[src/rtl/ddr_cmd_scheduler.sv]
// Single-slot DDR4 command scheduler: arbitrates refresh, MRS and read/write requests
// under a closed-page policy, enforcing tRCD/tRC/tRFC/tMOD with internal down-counters.
module ddr_cmd_scheduler #(
  parameter int BANKS     = 8,
  parameter int ROW_W     = 15,
  parameter int COL_W     = 10,
  parameter int ADDR_W    = 17,
  parameter int MRS_WIDTH = 17,
  parameter int T_RCD     = 11,
  parameter int T_RC      = 39,
  parameter int T_RFC     = 208,
  parameter int T_MOD     = 24,
  localparam int BANK_W   = (BANKS > 1) ? $clog2(BANKS) : 1
) (
  input  logic                 i_clock_t,
  input  logic                 i_reset,
  input  logic                 i_refresh_req,
  output logic                 o_refresh_ack,
  input  logic                 i_mrs_req,
  input  logic [MRS_WIDTH-1:0] i_mrs_cmd,
  output logic                 o_mrs_ack,
  input  logic                 i_rw_valid,
  output logic                 o_rw_ready,
  input  logic                 i_rw_write,
  input  logic [BANK_W-1:0]    i_rw_bank,
  input  logic [ROW_W-1:0]     i_rw_row,
  input  logic [COL_W-1:0]     i_rw_col,
  output logic                 o_cmd_valid,
  output logic [2:0]           o_cmd_type,
  output logic [BANK_W-1:0]    o_cmd_bank,
  output logic [ADDR_W-1:0]    o_cmd_addr,
  output logic                 o_rw_idle
);

  // state  | meaning
  // S_IDLE | arbitrating refresh > MRS > read/write; issues REF/MRS/ACT or NOP
  // S_RCD  | ACT issued; NOPs until tRCD elapses, then RD/WR with auto-precharge
  typedef enum logic [0:0] {S_IDLE, S_RCD} state_t;

  localparam int TW = 10;
  localparam logic [TW-1:0] RCD_LOAD = TW'(T_RCD - 1);
  localparam logic [TW-1:0] RC_LOAD  = TW'(T_RC - 1);
  localparam logic [TW-1:0] RFC_LOAD = TW'(T_RFC - 1);
  localparam logic [TW-1:0] MOD_LOAD = TW'(T_MOD - 1);

  localparam logic [2:0] CMD_NOP = 3'd0;
  localparam logic [2:0] CMD_ACT = 3'd1;
  localparam logic [2:0] CMD_RD  = 3'd2;
  localparam logic [2:0] CMD_WR  = 3'd3;
  localparam logic [2:0] CMD_REF = 3'd4;
  localparam logic [2:0] CMD_MRS = 3'd5;

  state_t              r_state;
  state_t              w_state_nxt;
  logic [TW-1:0]       r_bank_timer [BANKS];
  logic [TW-1:0]       r_gtimer;
  logic [TW-1:0]       r_rcd_cnt;
  logic                r_wr;
  logic [BANK_W-1:0]   r_bank;
  logic [COL_W-1:0]    r_col;

  logic                r_cmd_valid;
  logic [2:0]          r_cmd_type;
  logic [BANK_W-1:0]   r_cmd_bank;
  logic [ADDR_W-1:0]   r_cmd_addr;
  logic                r_rw_ready;
  logic                r_refresh_ack;
  logic                r_mrs_ack;
  logic                r_rw_idle;

  logic                w_all_free;
  logic                w_bank_free;
  logic                w_act;
  logic                w_ref;
  logic                w_mrs;
  logic [2:0]          w_cmd_type;
  logic [BANK_W-1:0]   w_cmd_bank;
  logic [ADDR_W-1:0]   w_cmd_addr;

  always_comb begin
    w_all_free  = 1'b1;
    w_bank_free = 1'b0;
    for (int b = 0; b < BANKS; b++) begin
      if (r_bank_timer[b] != '0) w_all_free = 1'b0;
      if ((i_rw_bank == BANK_W'(b)) && (r_bank_timer[b] == '0)) w_bank_free = 1'b1;
    end
  end

  always_comb begin
    w_state_nxt = r_state;
    w_act       = 1'b0;
    w_ref       = 1'b0;
    w_mrs       = 1'b0;
    w_cmd_type  = CMD_NOP;
    w_cmd_bank  = '0;
    w_cmd_addr  = '0;
    case (r_state)
      S_IDLE: begin
        // A pending REF/MRS blocks new ACTs so the banks can drain.
        if (i_refresh_req) begin
          if (w_all_free && (r_gtimer == '0)) begin
            w_ref      = 1'b1;
            w_cmd_type = CMD_REF;
          end
        end else if (i_mrs_req) begin
          if (w_all_free && (r_gtimer == '0)) begin
            w_mrs      = 1'b1;
            w_cmd_type = CMD_MRS;
            w_cmd_addr = ADDR_W'(i_mrs_cmd);
          end
        end else if (i_rw_valid && w_bank_free && (r_gtimer == '0)) begin
          w_act       = 1'b1;
          w_cmd_type  = CMD_ACT;
          w_cmd_bank  = i_rw_bank;
          w_cmd_addr  = ADDR_W'(i_rw_row);
          w_state_nxt = S_RCD;
        end
      end
      S_RCD: begin
        if (r_rcd_cnt == '0) begin
          w_cmd_type      = r_wr ? CMD_WR : CMD_RD;
          w_cmd_bank      = r_bank;
          w_cmd_addr      = ADDR_W'(r_col);
          w_cmd_addr[10]  = 1'b1;
          w_state_nxt     = S_IDLE;
        end
      end
      default: w_state_nxt = S_IDLE;
    endcase
  end

  always_ff @(posedge i_clock_t) begin
    if (i_reset) begin
      r_state       <= S_IDLE;
      for (int b = 0; b < BANKS; b++) r_bank_timer[b] <= '0;
      r_gtimer      <= '0;
      r_rcd_cnt     <= '0;
      r_wr          <= 1'b0;
      r_bank        <= '0;
      r_col         <= '0;
      r_cmd_valid   <= 1'b0;
      r_cmd_type    <= CMD_NOP;
      r_cmd_bank    <= '0;
      r_cmd_addr    <= '0;
      r_rw_ready    <= 1'b0;
      r_refresh_ack <= 1'b0;
      r_mrs_ack     <= 1'b0;
      r_rw_idle     <= 1'b1;
    end else begin
      r_state <= w_state_nxt;
      for (int b = 0; b < BANKS; b++) begin
        if (w_act && (i_rw_bank == BANK_W'(b))) r_bank_timer[b] <= RC_LOAD;
        else if (r_bank_timer[b] != '0)         r_bank_timer[b] <= r_bank_timer[b] - 1'b1;
      end
      if (w_ref)                 r_gtimer <= RFC_LOAD;
      else if (w_mrs)            r_gtimer <= MOD_LOAD;
      else if (r_gtimer != '0)   r_gtimer <= r_gtimer - 1'b1;
      if (w_act)                 r_rcd_cnt <= RCD_LOAD;
      else if (r_rcd_cnt != '0)  r_rcd_cnt <= r_rcd_cnt - 1'b1;
      if (w_act) begin
        r_wr   <= i_rw_write;
        r_bank <= i_rw_bank;
        r_col  <= i_rw_col;
      end
      r_cmd_valid   <= (w_cmd_type != CMD_NOP);
      r_cmd_type    <= w_cmd_type;
      r_cmd_bank    <= w_cmd_bank;
      r_cmd_addr    <= w_cmd_addr;
      r_rw_ready    <= w_act;
      r_refresh_ack <= w_ref;
      r_mrs_ack     <= w_mrs;
      // Reflects the state and timers seen on this edge, one cycle late.
      r_rw_idle     <= (r_state == S_IDLE) && w_all_free;
    end
  end

  assign o_cmd_valid   = r_cmd_valid;
  assign o_cmd_type    = r_cmd_type;
  assign o_cmd_bank    = r_cmd_bank;
  assign o_cmd_addr    = r_cmd_addr;
  assign o_rw_ready    = r_rw_ready;
  assign o_refresh_ack = r_refresh_ack;
  assign o_mrs_ack     = r_mrs_ack;
  assign o_rw_idle     = r_rw_idle;

endmodule

[config.mk]
export PLATFORM = sky130hd
export DESIGN_NAME = ddr_cmd_scheduler
export DESIGN_NICKNAME = d
export VERILOG_FILES = /design/src/rtl/ddr_cmd_scheduler.sv
export SDC_FILE = /design/constraint.sdc
export NUM_CORES = 1
export LEC_CHECK = 0
export BUFFER_PORTS_ARGS = -buffer_cell sky130_fd_sc_hd__buf_2
export CORE_AREA = 10 10 166 91
export CTS_CLUSTER_SIZE = 20
export DETAILED_ROUTE_END_ITERATION = 8
export DIE_AREA = 0 0 176 101
export PLACE_DENSITY = 0.79
export SLEW_MARGIN = 40
export SYNTH_ARGS = -nofsm -noshare
export SYNTH_HDL_FRONTEND = slang
export SYNTH_SLANG_ARGS = --single-unit
[constraint.sdc]
create_clock -name i_clock_t -period 4.2 [get_ports i_clock_t]
set_input_delay 0.84 -clock i_clock_t [delete_from_list [all_inputs] [get_ports i_clock_t]]
set_output_delay 0.84 -clock i_clock_t [all_outputs]
set_load 0.02 [all_outputs]
==> insert_results.sql, run 1 <==
INSERT INTO impl_metrics (metric_group, metric, value, unit) VALUES
('yosys', 'post_synth_edffs', '80', ''),
('critical_path', 'reg2regPathDepth', '8', ''),
('finish', 'mostFrequentLayoutCells', 'nor2_1 (108), edfxtp_1 (80), buf_2 (78), dfxtp_1 (63), xnor2_1 (42)', ''),
('critical_path', 'slowest_delay', '0.52', 'ns'),
('critical_path', 'critPathMaxFanout', '10', ''),
('timing', 'fin_skew', '0.0112', 'ns'),
('yosys', 'synth.avg_cell_area', '10.2', 'sq um'),
('clocking', 'cts_inserted_buffers', '17', ''),
('yosys', 'netlist.top_cell.by_area', 'edfxtp_1', ''),
('critical_path', 'critical_path_required', '4.55', 'ns'),
('routing', 'drt-wirelength-per-cell', '17.8', 'um'),
('critical_path', 'start_kind', 'flop', ''),
('worst_hold_path', 'hold_path.startpoint', 'r_bank[2]', ''),
('critical_path', 'end_kind', 'flop', ''),
('placed_design', 'port_buffers', '78', ''),
('die', 'dieArea', '0.0178', 'sq mm'),
('placed_design', 'post_dp_cell_area', '0.00756', 'sq mm'),
('power_and_ir_drop', 'netSwitchingFraction', '36.9', '%'),
('critical_path', 'critical_path.cell_chain', 'inv_1, ha_1, or4b_1, or3_1, or4_1, or3_1, or2_4, a211oi_2', ''),
('finish', 'multi_input_combinational_cell_area', '0.00313', 'sq mm'),
('timing', 'final-max-slew-violation-count', '0', ''),
('timing', 'fin_crit', '3.30', 'ns'),
('grt', 'grt_start_max_net_pins', '31', ''),
('critical_path', 'cp_num_buf_inv', '1', ''),
('clocking', 'clk_pin_slew_worst_paths', '0.06', 'ns'),
('routing', 'drt-vias-per-instance', '5.87', ''),
('worst_hold_path', 'whs_endpoint', 'r_bank[2]', ''),
('worst_hold_path', 'holdPathStages', '2', ''),
('finish', 'final_nets', '835', ''),
('critical_path', 'crit_path_frequent_cell', 'or3_1', ''),
('die', 'dieHeight', '101', 'um'),
('placed_design', 'placed_insts', '919', ''),
('critical_path', 'crit_family', 'simple AND/OR/NAND/NOR gates', ''),
('die', 'initial_core_util', '57.1', '%'),
('yosys', 'synthesized_instance_count', '688', ''),
('grt', 'global_route.overflow_total', '0', ''),
('yosys', 'synth_ff_type', 'edfxtp_1', ''),
('clocking', 'hold_buffers', '0', ''),
('routing', 'maxUsedRoutingLayer', 'met4', ''),
('critical_path', 'timing_worst_setup_path_type', 'reg2reg', ''),
('power_and_ir_drop', 'power_per_cell_area', '732', 'mW/mm^2'),
('clocking', 'postCtsSetupRepairBufs', '0', ''),
('routing', 'met3WireLength', '1150', 'um'),
('clocking', 'clk_latency', '0.43', 'ns'),
('yosys', 'synth-seq-cells', '143', ''),
('die', 'chip_width', '176', 'um'),
('timing', 'max_freq', '303', 'MHz'),
('finish', 'fillCellCount', '938', ''),
('routing', 'drtIter0Drc', '645', ''),
('yosys', 'synth-async-reset-ratio', '0', '%'),
('timing', 'fin_crit_sh', '78.6', '%'),
('finish', 'layout.area.seq', '0.00366', 'sq mm'),
('routing', 'detail_route.wirelength.met1', '7960', 'um'),
('power_and_ir_drop', 'total_switching_power', '0.00221', 'W'),
('timing', 'grt_setup_unrepaired', 'false', ''),
('status', 'status', 'finished clean', ''),
('power_and_ir_drop', 'p_int', '0.00377', 'W'),
('die', 'placementRows', '29', ''),
('power_and_ir_drop', 'power.share.sequential', '38.6', '%'),
('routing', 'via_count', '5580', ''),
('routing', 'number_of_optimization_iterations_in_the_first_detailed_route_pass', '5', ''),
('finish', 'layout-drive-gt1-share', '17.9', '%'),
('grt', 'first_global_vias', '5389', ''),
('clocking', 'tritoncts', 'built', ''),
('critical_path', 'rrSetupSlack', '0.90', 'ns'),
('routing', 'routed-wl-met2', '7600', 'um'),
('routing', 'postRouteWirelength', '16900', 'um'),
('clocking', 'numClockSinks', '143', ''),
('grt', 'global_route_wire_length_before_repair', '27400', 'um'),
('power_and_ir_drop', 'combinationalPowerShare', '36.1', '%'),
('finish', 'most_common_cell_after_layout_fill_and_taps_aside', 'nor2_1', '');
## cells by family (layout without fill, tap and decap cells)
logic type	count (synthesis)	in the layout	share of synthesized area, %
AO/OA/AOI/OAI	105	105	10.1
XOR/XNOR	61	61	7.62
adder cells (fa/ha/maj)	16	16	2.86
buffers and inverters	52	145	3.11
flip-flops	143	143	52.3
multiplexers	14	14	2.02
AND/OR/NAND/NOR	297	297	22.0
## power groups by stage
stage	registers (W)	clock network, W	logic, W
2_1_floorplan	0.00223	0	0.00167
3_3_place_gp	0.00229	0	0.00201
3_5_place_dp	0.00231	0	0.00211
4_1_cts	0.00229	0.00153	0.00213
5_1_grt	0.00235	0.00159	0.00241
6_report	0.00230	0.00151	0.00216
## cells in the mapped netlist (all sizes together) (2+ instances only)
library cell / number
a211o: 4
a211oi: 8
a21oi: 38
a221o: 11
a22o: 4
a31oi: 2
and2: 14
and3: 2
buf: 5
clkbuf: 21
clkinv: 2
dfxtp: 63
edfxtp: 80
ha: 16
inv: 24
mux2i: 13
nand2: 40
nand2b: 3
nand3: 24
nand4: 3
nand4b: 4
nor2: 109
nor2b: 3
nor3: 22
nor3b: 4
nor4: 18
nor4b: 6
o21ai: 16
o22ai: 4
o31ai: 7
or2: 7
or3: 19
or3b: 2
or4: 12
or4b: 3
xnor2: 42
xor2: 19
## layout make-up
class                           instances  share of cell area, %
Clock buffer                           22                   6.34
Clock inverter                         10                   1.01
Inverter                               26                   1.20
Multi-Input combinational cell        493                   38.4
Sequential cell                       143                   44.9
Tap cell                              170                   2.60
Timing Repair Buffer                   87                   5.61
## metrics by stage
stage	utilization (%)	worst slack, ns	hold WS [ns]
CTS	66.6	0.909	0.463
detailed placement	61.7	0.933	0.447
floorplan	-	0.792	0.432
global route	66.6	0.753	0.477
finish	66.6	0.898	0.458
global placement	61.7	1.04	0.439
## worst register-to-register path, delay by kind of cell (launching register included)
family	cells	cell delay, ns
flops	1	0.42
simple gates	5	2.32
fa+ha+maj	1	0.16
buf+inv	1	0.13
compound gates	1	0.21
## how the worst max path moves through the flow
stage | slack, ns | endpoint | start | cells past startpoint
floorplan | 0.79 | r_bank_timer[1][10] | i_rw_bank[1] | 8
global placement | 1.04 | r_gtimer[1] | r_bank_timer[1][0] | 8
detailed placement | 0.93 | r_gtimer[1] | r_bank_timer[1][0] | 8
CTS | 0.91 | r_gtimer[2] | r_bank_timer[0][30] | 8
global route | 0.75 | r_bank_timer[0][12] | r_bank_timer[1][20] | 8
finish | 0.90 | r_gtimer[2] | r_bank_timer[1][0] | 8
## metal layers
| layer | up-vias | GRT usage (%) |
|---|---|---|
| li1 | 2656 | - |
| met1 | 2696 | 27.2 |
| met2 | 206 | 28.1 |
| met3 | 22 | 4.45 |
| met4 | 0 | 5.38 |
| met5 | - | 0 |
## flip-flops by register name, summed over array words and instances, names as in the netlist
name	flops
r_bank	3
r_wr	1
r_bank_timer	80
r_gtimer	10
r_state	1
o_mrs_ack	1
o_cmd_type	3
r_col	10
r_rcd_cnt	10
o_cmd_bank	3
o_rw_idle	1
o_cmd_valid	1
o_rw_ready	1
o_refresh_ack	1
o_cmd_addr	17
Note: power is estimated with default switching activity, not from simulation.
==> run 2, diff against run 1 <==
--- a/config.mk
+++ b/config.mk
@@ -5,12 +5,13 @@
 export SDC_FILE = /design/constraint.sdc
 export NUM_CORES = 1
 export LEC_CHECK = 0
+export ABC_AREA = 1
 export BUFFER_PORTS_ARGS = -buffer_cell sky130_fd_sc_hd__buf_2
-export CORE_AREA = 10 10 166 91
+export CORE_AREA = 10 10 179 97
 export CTS_CLUSTER_SIZE = 20
 export DETAILED_ROUTE_END_ITERATION = 8
-export DIE_AREA = 0 0 176 101
-export PLACE_DENSITY = 0.79
+export DIE_AREA = 0 0 189 107
+export PLACE_DENSITY = 0.75
 export SLEW_MARGIN = 40
 export SYNTH_ARGS = -nofsm -noshare
 export SYNTH_HDL_FRONTEND = slang
==> constraint.sdc (replaced) <==
create_clock -name i_clock_t -period 2.7 [get_ports i_clock_t]
set_input_delay 0.54 -clock i_clock_t [delete_from_list [all_inputs] [get_ports i_clock_t]]
set_output_delay 0.54 -clock i_clock_t [all_outputs]
set_load 0.02 [all_outputs]
==> insert_results.sql, run 2 <==
INSERT INTO impl_metrics (metric_group, metric, value, unit) VALUES
('finish', 'antenna_cells', '0', ''),
('finish', 'area.growth.synth_to_final', '17.8', '%'),
('critical_path', 'timing.critical_path.from', 'r_bank_timer[1][20]', ''),
('critical_path', 'start_kind', 'flop', ''),
('finish', 'registers.top_by_ff_count', 'r_bank_timer', ''),
('finish', 'stdcell_count', '1232', ''),
('routing', 'drt-vias-per-instance', '4.97', ''),
('clocking', 'cts_inserted_buffers', '17', ''),
('clocking', 'hold_buffers', '0', ''),
('power_and_ir_drop', 'power_per_cell_area', '1150', 'mW/mm^2'),
('grt', 'gr-usage-all-layers', '16.7', '%'),
('routing', 'drt-wirelength-per-cell', '13.7', 'um'),
('critical_path', 'critical_path_required', '2.82', 'ns'),
('timing', 'worstMarginPinSlew', '0.746', 'ns'),
('power_and_ir_drop', 'power.ir.vdd_worst', '0.531', 'mV'),
('critical_path', 'crit_path_frequent_cell', 'nor2_1', ''),
('placed_design', 'port_buffers', '78', ''),
('finish', 'largest_register_ff_count', '80', ''),
('yosys', 'synth_nets', '991', ''),
('clocking', 'cts_root_buf', 'clkbuf_16', ''),
('critical_path', 'worstSetupEndpoint', 'r_bank_timer[1][24]', ''),
('die', 'chip_width', '189', 'um'),
('critical_path', 'reg2regPathDepth', '11', ''),
('timing', 'finalSetupViolCount', '0', ''),
('grt', 'first_global_vias', '6022', ''),
('yosys', 'synthesized_instance_count', '924', ''),
('finish', 'most_common_cell_after_layout_fill_and_taps_aside', 'nand2_1', ''),
('die', 'placementRows', '31', ''),
('status', 'status', 'finished clean', ''),
('routing', 'ant_nets', '0', ''),
('yosys', 'synth.avg_cell_area', '8.01', 'sq um'),
('critical_path', 'rrSetupSlack', '0.24', 'ns'),
('die', 'dieHeight', '107', 'um'),
('critical_path', 'end_kind', 'flop', ''),
('timing', 'fin_crit', '2.46', 'ns'),
('flow_run', 'cap_viol_max_count', '0', ''),
('yosys', 'synth_ff_type', 'edfxtp_1', ''),
('grt', 'grt_start_max_net_pins', '25', ''),
('clocking', 'postCtsSetupRepairBufs', '0', ''),
('critical_path', 'critPathMaxFanout', '16', ''),
('yosys', 'yosysWarningCount', '0', ''),
('power_and_ir_drop', 'p_clk_share', '25.2', '%'),
('timing', 'timing.final.ws_setup', '0.245', 'ns'),
('timing', 'final-hold-violation-count', '0', ''),
('critical_path', 'critical_path.reg2reg.startpoint', 'r_bank_timer[1][20]', ''),
('die', 'dieArea', '0.0202', 'sq mm'),
('yosys', 'post_synth_edffs', '80', ''),
('yosys', 'yosysMostFrequentCell', 'nand2_1', ''),
('timing', 'fin_crit_sh', '90.9', '%'),
('power_and_ir_drop', 'netSwitchingFraction', '38.8', '%'),
('yosys', 'synth_top_area_share', '32.4', '%'),
('yosys', 'synth-seq-cells', '143', ''),
('finish', 'finish.utilization', '61.3', '%'),
('clocking', 'cts_max_path_buffers', '2', ''),
('die', 'design.core.area', '0.0142', 'sq mm'),
('yosys', 'synth.top_cells.by_count', 'nand2_1 (181), nor2_1 (168), inv_1 (135), nand3_1 (85), edfxtp_1 (80)', ''),
('yosys', 'netlist.top_cell.by_area', 'edfxtp_1', ''),
('grt', 'global_route.overflow_total', '0', ''),
('finish', 'layout-drive-gt1-share', '15.2', '%'),
('timing', 'maxSlewHeadroom', '49.9', '%'),
('die', 'ios', '79', ''),
('yosys', 'seq_area_frac_synth', '49.5', '%'),
('critical_path', 'worst_ep_arrival_time', '2.58', 'ns'),
('power_and_ir_drop', 'leakagePower', '4.08', 'nW'),
('clocking', 'post_cts.resized_instances', '0', ''),
('clocking', 'tritoncts', 'built', ''),
('finish', 'mostFrequentLayoutCells', 'nand2_1 (181), nor2_1 (168), inv_1 (135), nand3_1 (85), edfxtp_1 (80)', ''),
('clocking', 'clk_latency', '0.42', 'ns'),
('critical_path', 'crit-reg2reg-capture', 'r_bank_timer[1][24]', ''),
('finish', 'final_nets', '1088', ''),
('routing', 'via_count', '6124', ''),
('critical_path', 'critical_path.cell_chain', 'inv_1, ha_1, nand2_1, nor2_2, nand3_1, nor2_1, nor2_1, nand3_4, nand2_4, o211ai_1, buf_4', ''),
('clocking', 'h-tree-depth', '4', ''),
('critical_path', 'cpMaxStageDelayCell', 'edfxtp_1', ''),
('routing', 'drtIter0Drc', '383', ''),
('placed_design', 'worst_slack_after_detailed_placement', '0.215', 'ns'),
('critical_path', 'slowest_delay', '0.41', 'ns'),
('routing', 'number_of_optimization_iterations_in_the_first_detailed_route_pass', '5', ''),
('placed_design', 'gp_congestion', '0.823', ''),
('clocking', 'clk_pin_slew_worst_paths', '0.06', 'ns'),
('yosys', 'netlist_area', '0.00740', 'sq mm'),
('placed_design', 'detailedPlacementHpwl', '12400', 'um'),
('power_and_ir_drop', 'power.share.sequential', '36.8', '%'),
('grt', 'antenna_found_initial', '0', ''),
('clocking', 'numClockSinks', '143', ''),
('routing', 'drt_drc', '0', ''),
('yosys', 'yosys.cell_types.count', '35', ''),
('power_and_ir_drop', 'total_switching_power', '0.00390', 'W'),
('timing', 'final-max-slew-violation-count', '0', ''),
('worst_hold_path', 'holdCritPathClass', 'in2reg', ''),
('power_and_ir_drop', 'combinationalPowerShare', '37.9', '%'),
('placed_design', 'placed_insts', '1200', ''),
('timing', 'fin_skew', '0.0109', 'ns'),
('die', 'initial_core_util', '52.0', '%'),
('power_and_ir_drop', 'p_int', '0.00616', 'W'),
('timing', 'setup-tns-final', '0', 'ns'),
('routing', 'postRouteWirelength', '16900', 'um'),
('yosys', 'synth_area_leaders', 'edfxtp_1 (32%), dfxtp_1 (17%), nand2_1 (9.2%), nor2_1 (8.5%), inv_1 (6.8%)', ''),
('power_and_ir_drop', 'p_total', '0.0101', 'W'),
('critical_path', 'timing_worst_setup_path_type', 'reg2reg', ''),
('grt', 'global_route_wire_length_before_repair', '28100', 'um'),
('timing', 'grt_setup_unrepaired', 'false', ''),
('yosys', 'synth-async-reset-ratio', '0', '%'),
('timing', 'max_freq', '407', 'MHz');
-- run 2: changes by cell type in the layout (fill, tap and decap cells not counted), sizes merged, moves of 11 or more --
| cell | change |
|---|---|
| or3 | -18 |
| nor4 | -16 |
| or4 | -12 |
| mux2i | -13 |
| a221o | -11 |
| xnor2 | -32 |
| inv | +110 |
| nor2 | +74 |
| nand2 | +145 |
| and2 | -14 |
| nand3 | +65 |
-- run 2: layer usage --
| metal | track usage (%) | part of all wire [%] | vias up |
|---|---|---|---|
| met5 | 0 | 0 | - |
| met3 | 2.85 | 3.6 | 29 |
| met1 | 20.3 | 44 | 2806 |
| li1 | - | - | 3172 |
| met4 | 6.02 | 1.8 | 0 |
| met2 | 29.4 | 50 | 117 |
-- run 2: worst min path at each step --
stage | to | cells after the start | from
after global routing | o_cmd_addr[11] | 3 | i_mrs_cmd[11]
after detailed placement | o_cmd_addr[1] | 2 | r_col[1]
after global placement | o_cmd_addr[1] | 2 | r_col[1]
final | r_col[0] | 3 | i_rw_col[0]
after CTS | r_col[0] | 3 | i_rw_col[0]
after floorplan | o_cmd_addr[1] | 2 | r_col[1]
-- run 2: critical path, delay by kind of cell (launching register included) --
family	cells	cell delay (ns)
buf+inv	2	0.31
simple gates	7	1.03
fa+ha+maj	1	0.18
compound gates	1	0.24
flops	1	0.41
-- run 2: cell families (layout without fill, tap and decap cells) --
logic type,after synthesis,after routing,synth area share (%)
AOI/OAI and AO/OA,77,77,5.78
adders and majority gates,16,16,2.70
DFF,143,143,49.5
xor gates and xnor gates,39,39,4.61
and+or+nand+nor,497,497,29.5
buffers and inverters,152,262,7.93
-- run 2: per-stage QoR --
stage | hold WS, ns | instance area, sq um
floorplan | 0.427 | 7400
global placement | 0.443 | 8080
detailed placement | 0.447 | 8080
CTS | 0.304 | 8710
global route | 0.315 | 8720
finish | 0.310 | 8720
-- run 2: power by group through the flow --
stage	combinational [W]	clock [W]	sequential (W)
2_1_floorplan	0.00303	0	0.00361
3_3_place_gp	0.00366	0	0.00370
3_5_place_dp	0.00377	0	0.00374
4_1_cts	0.00382	0.00256	0.00370
5_1_grt	0.00444	0.00265	0.00380
6_report	0.00382	0.00254	0.00371
-- run 2: final cells by class --
type | instances | area, sq um
clock buffer | 18 | 429
clock inverter | 14 | 204
fill | 1221 | 5510
inverter | 137 | 514
multi-input combinational | 629 | 3160
sequential | 143 | 3660
tap | 198 | 248
timing repair buffer | 93 | 503
==> run 3, diff against run 2 <==
--- a/config.mk
+++ b/config.mk
@@ -7,10 +7,10 @@
 export LEC_CHECK = 0
 export ABC_AREA = 1
 export BUFFER_PORTS_ARGS = -buffer_cell sky130_fd_sc_hd__buf_2
-export CORE_AREA = 10 10 179 97
+export CORE_AREA = 5 5 174 92
 export CTS_CLUSTER_SIZE = 20
 export DETAILED_ROUTE_END_ITERATION = 8
-export DIE_AREA = 0 0 189 107
+export DIE_AREA = 0 0 179 97
 export PLACE_DENSITY = 0.75
 export SLEW_MARGIN = 40
 export SYNTH_ARGS = -nofsm -noshare
==> insert_results.sql, run 3 (same netlist as run 2, synthesis figures left out) <==
INSERT INTO impl_metrics (metric_group, metric, value, unit) VALUES
('critical_path', 'critical_path.cell_chain', 'inv_1, ha_1, nand2_1, nor2_1, nand2_1, nor2_1, nand2_1, nand3_4, nand3_1, nand3_1', ''),
('placed_design', 'detailedPlacementHpwl', '12000', 'um'),
('critical_path', 'critPathMaxFanout', '12', ''),
('routing', 'ant_nets', '0', ''),
('finish', 'area.growth.synth_to_final', '16.7', '%'),
('critical_path', 'timing_worst_setup_path_type', 'reg2reg', ''),
('routing', 'maxUsedRoutingLayer', 'met4', ''),
('timing', 'final-hold-violation-count', '0', ''),
('clocking', 'cts_inserted_buffers', '17', ''),
('placed_design', 'gp_congestion', '0.857', ''),
('die', 'dieHeight', '97', 'um'),
('timing', 'setup-tns-final', '0', 'ns'),
('grt', 'antenna_found_initial', '0', ''),
('routing', 'drt-wirelength-per-cell', '13.2', 'um'),
('finish', 'largest_register_ff_count', '80', ''),
('clocking', 'clk_pin_slew_worst_paths', '0.07', 'ns'),
('critical_path', 'end_kind', 'flop', ''),
('routing', 'postRouteWirelength', '16300', 'um'),
('die', 'initial_core_util', '52.0', '%'),
('finish', 'layout-drive-gt1-share', '14.9', '%'),
('timing', 'worstMarginPinSlew', '0.627', 'ns'),
('routing', 'drtIter0Drc', '474', ''),
('critical_path', 'crit-reg2reg-capture', 'r_bank_timer[0][27]', ''),
('power_and_ir_drop', 'leakagePower', '4.06', 'nW'),
('routing', 'detail_route.wirelength.met1', '7400', 'um'),
('timing', 'maxSlewHeadroom', '58.1', '%'),
('routing', 'drt_drc', '0', ''),
('die', 'dieArea', '0.0174', 'sq mm'),
('routing', 'routed-wl-met2', '7970', 'um'),
('timing', 'timing.final.ws_setup', '0.228', 'ns'),
('clocking', 'cts_max_path_buffers', '2', ''),
('critical_path', 'rrSetupSlack', '0.23', 'ns'),
('clocking', 'h-tree-depth', '4', ''),
('clocking', 'numClockSinks', '143', ''),
('critical_path', 'start_kind', 'flop', ''),
('timing', 'fin_skew', '0.0186', 'ns'),
('die', 'ios', '79', ''),
('grt', 'first_global_vias', '5946', ''),
('timing', 'fin_crit', '2.47', 'ns'),
('grt', 'global_route.overflow_total', '0', ''),
('grt', 'gr-usage-all-layers', '19.4', '%'),
('finish', 'layout.area.seq', '0.00366', 'sq mm'),
('finish', 'antenna_cells', '0', ''),
('worst_hold_path', 'holdPathStages', '3', ''),
('critical_path', 'critical_path.reg2reg.startpoint', 'r_bank_timer[1][30]', ''),
('finish', 'final_nets', '1086', ''),
('placed_design', 'worst_slack_after_detailed_placement', '0.102', 'ns'),
('routing', 'number_of_optimization_iterations_in_the_first_detailed_route_pass', '5', ''),
('critical_path', 'slowest_delay', '0.42', 'ns'),
('power_and_ir_drop', 'power_per_cell_area', '1130', 'mW/mm^2'),
('worst_hold_path', 'whs_endpoint', 'r_col[4]', ''),
('routing', 'via_count', '6191', ''),
('clocking', 'clk_latency', '0.43', 'ns'),
('placed_design', 'port_buffers', '78', ''),
('finish', 'multi_input_combinational_cell_area', '0.00317', 'sq mm'),
('flow_run', 'cap_viol_max_count', '0', ''),
('critical_path', 'crit_family', 'simple AND/OR/NAND/NOR gates', ''),
('clocking', 'tritoncts', 'built', ''),
('finish', 'registers.top_by_ff_count', 'r_bank_timer', ''),
('critical_path', 'reg2regPathDepth', '10', ''),
('critical_path', 'cpMaxStageDelayCell', 'nand3_1', ''),
('die', 'design.core.area', '0.0142', 'sq mm'),
('finish', 'fillCellCount', '1227', ''),
('critical_path', 'crit_path_frequent_cell', 'nand2_1', ''),
('grt', 'grt_start_max_net_pins', '25', ''),
('critical_path', 'cp_num_buf_inv', '1', ''),
('clocking', 'cts_root_buf', 'clkbuf_16', ''),
('routing', 'met3WireLength', '700', 'um'),
('clocking', 'postCtsSetupRepairBufs', '0', ''),
('worst_hold_path', 'holdCritPathClass', 'in2reg', ''),
('power_and_ir_drop', 'p_total', '0.00973', 'W'),
('timing', 'max_freq', '405', 'MHz'),
('timing', 'final-max-slew-violation-count', '0', ''),
('grt', 'global_route_wire_length_before_repair', '27500', 'um'),
('die', 'placementRows', '31', ''),
('timing', 'fin_crit_sh', '91.6', '%'),
('power_and_ir_drop', 'power.ir.vdd_worst', '0.437', 'mV'),
('finish', 'most_common_cell_after_layout_fill_and_taps_aside', 'nand2_1', ''),
('critical_path', 'worst_ep_arrival_time', '2.52', 'ns'),
('critical_path', 'critical_path_required', '2.75', 'ns'),
('worst_hold_path', 'hold_path.startpoint', 'i_rw_col[4]', ''),
('timing', 'finalSetupViolCount', '0', ''),
('status', 'status', 'finished clean', ''),
('finish', 'mostFrequentLayoutCells', 'nand2_1 (181), nor2_1 (168), inv_1 (135), nand3_1 (85), edfxtp_1 (80)', ''),
('routing', 'drt-vias-per-instance', '5.03', ''),
('die', 'chip_width', '179', 'um'),
('timing', 'grt_setup_unrepaired', 'false', '');
==> run 3: cell types whose count changed in the layout (fill, tap and decap cells not counted), sizes merged <==
cell / before / now
clkbuf: 18 / 23
buf: 93 / 91
clkinvlp: 3 / 0
inv: 142 / 140
bufinv: 4 / 0
clkinv: 2 / 6
==> run 3: metrics by stage <==
stage | std cells | cell area, sq um | utilization (%) | hold slack [ns]
final | 1230 | 8640 | 60.7 | 0.312
after global routing | 1230 | 8640 | 60.7 | 0.310
after CTS | 1230 | 8620 | 60.6 | 0.303
after detailed placement | 1198 | 8070 | 56.7 | 0.442
after global placement | 1198 | 8070 | 56.7 | 0.436
after floorplan | 924 | 7400 | - | 0.427
==> run 3: final cells by class <==
cell class	instances	area share [%]
clock inverter	9	0.637
clock buffer	23	5.80
sequential	143	42.4
tap	198	2.87
inverter	137	5.95
timing repair buffer	91	5.69
multi-input combinational	629	36.7
==> run 3: repair_timing <==
item | CTS | global route
hold endpoints to repair | 0 | 0
gates resized for setup | 0 | 2
endpoints found under the setup margin | 0 | 60
hold buffers | 0 | 0
==> run 3: worst max-delay path by stage <==
stage,slack (ns),start,cells after the start,endpoint
floorplan,0.45,r_bank_timer[1][20],10,r_bank_timer[1][20]
global route,0.0004,r_bank_timer[1][30],10,r_bank_timer[0][28]
global placement,0.08,i_rw_bank[1],10,r_bank_timer[1][27]
finish,0.23,r_bank_timer[1][30],10,r_bank_timer[0][27]
detailed placement,0.10,i_rw_bank[1],10,r_bank_timer[1][28]
CTS,0.19,r_bank_timer[1][30],10,r_bank_timer[0][28]
==> run 3: power by group <==
part	switching, W	internal [W]	total (W)
combinational	0.00241	0.00140	0.00380
sequential	0.000515	0.00319	0.00371
clock	0.000908	0.00131	0.00222
==> run 3: worst reg2reg max path: stages (launching register included) <==
cell and delay (ns):
edfxtp_1 0.38, inv_1 0.09, ha_1 0.19, nand2_1 0.08
nor2_1 0.14, nand2_1 0.09, nor2_1 0.23, nand2_1 0.14
nand3_4 0.20, nand3_1 0.14, nand3_1 0.42
==> run 3: per-layer routing <==
| layer | GRT usage (%) | vias to the layer above |
|---|---|---|
| met5 | 0 | - |
| met4 | 4.48 | 0 |
| met3 | 5.49 | 19 |
| met2 | 32.9 | 141 |
| met1 | 24.6 | 2866 |
| li1 | - | 3165 |
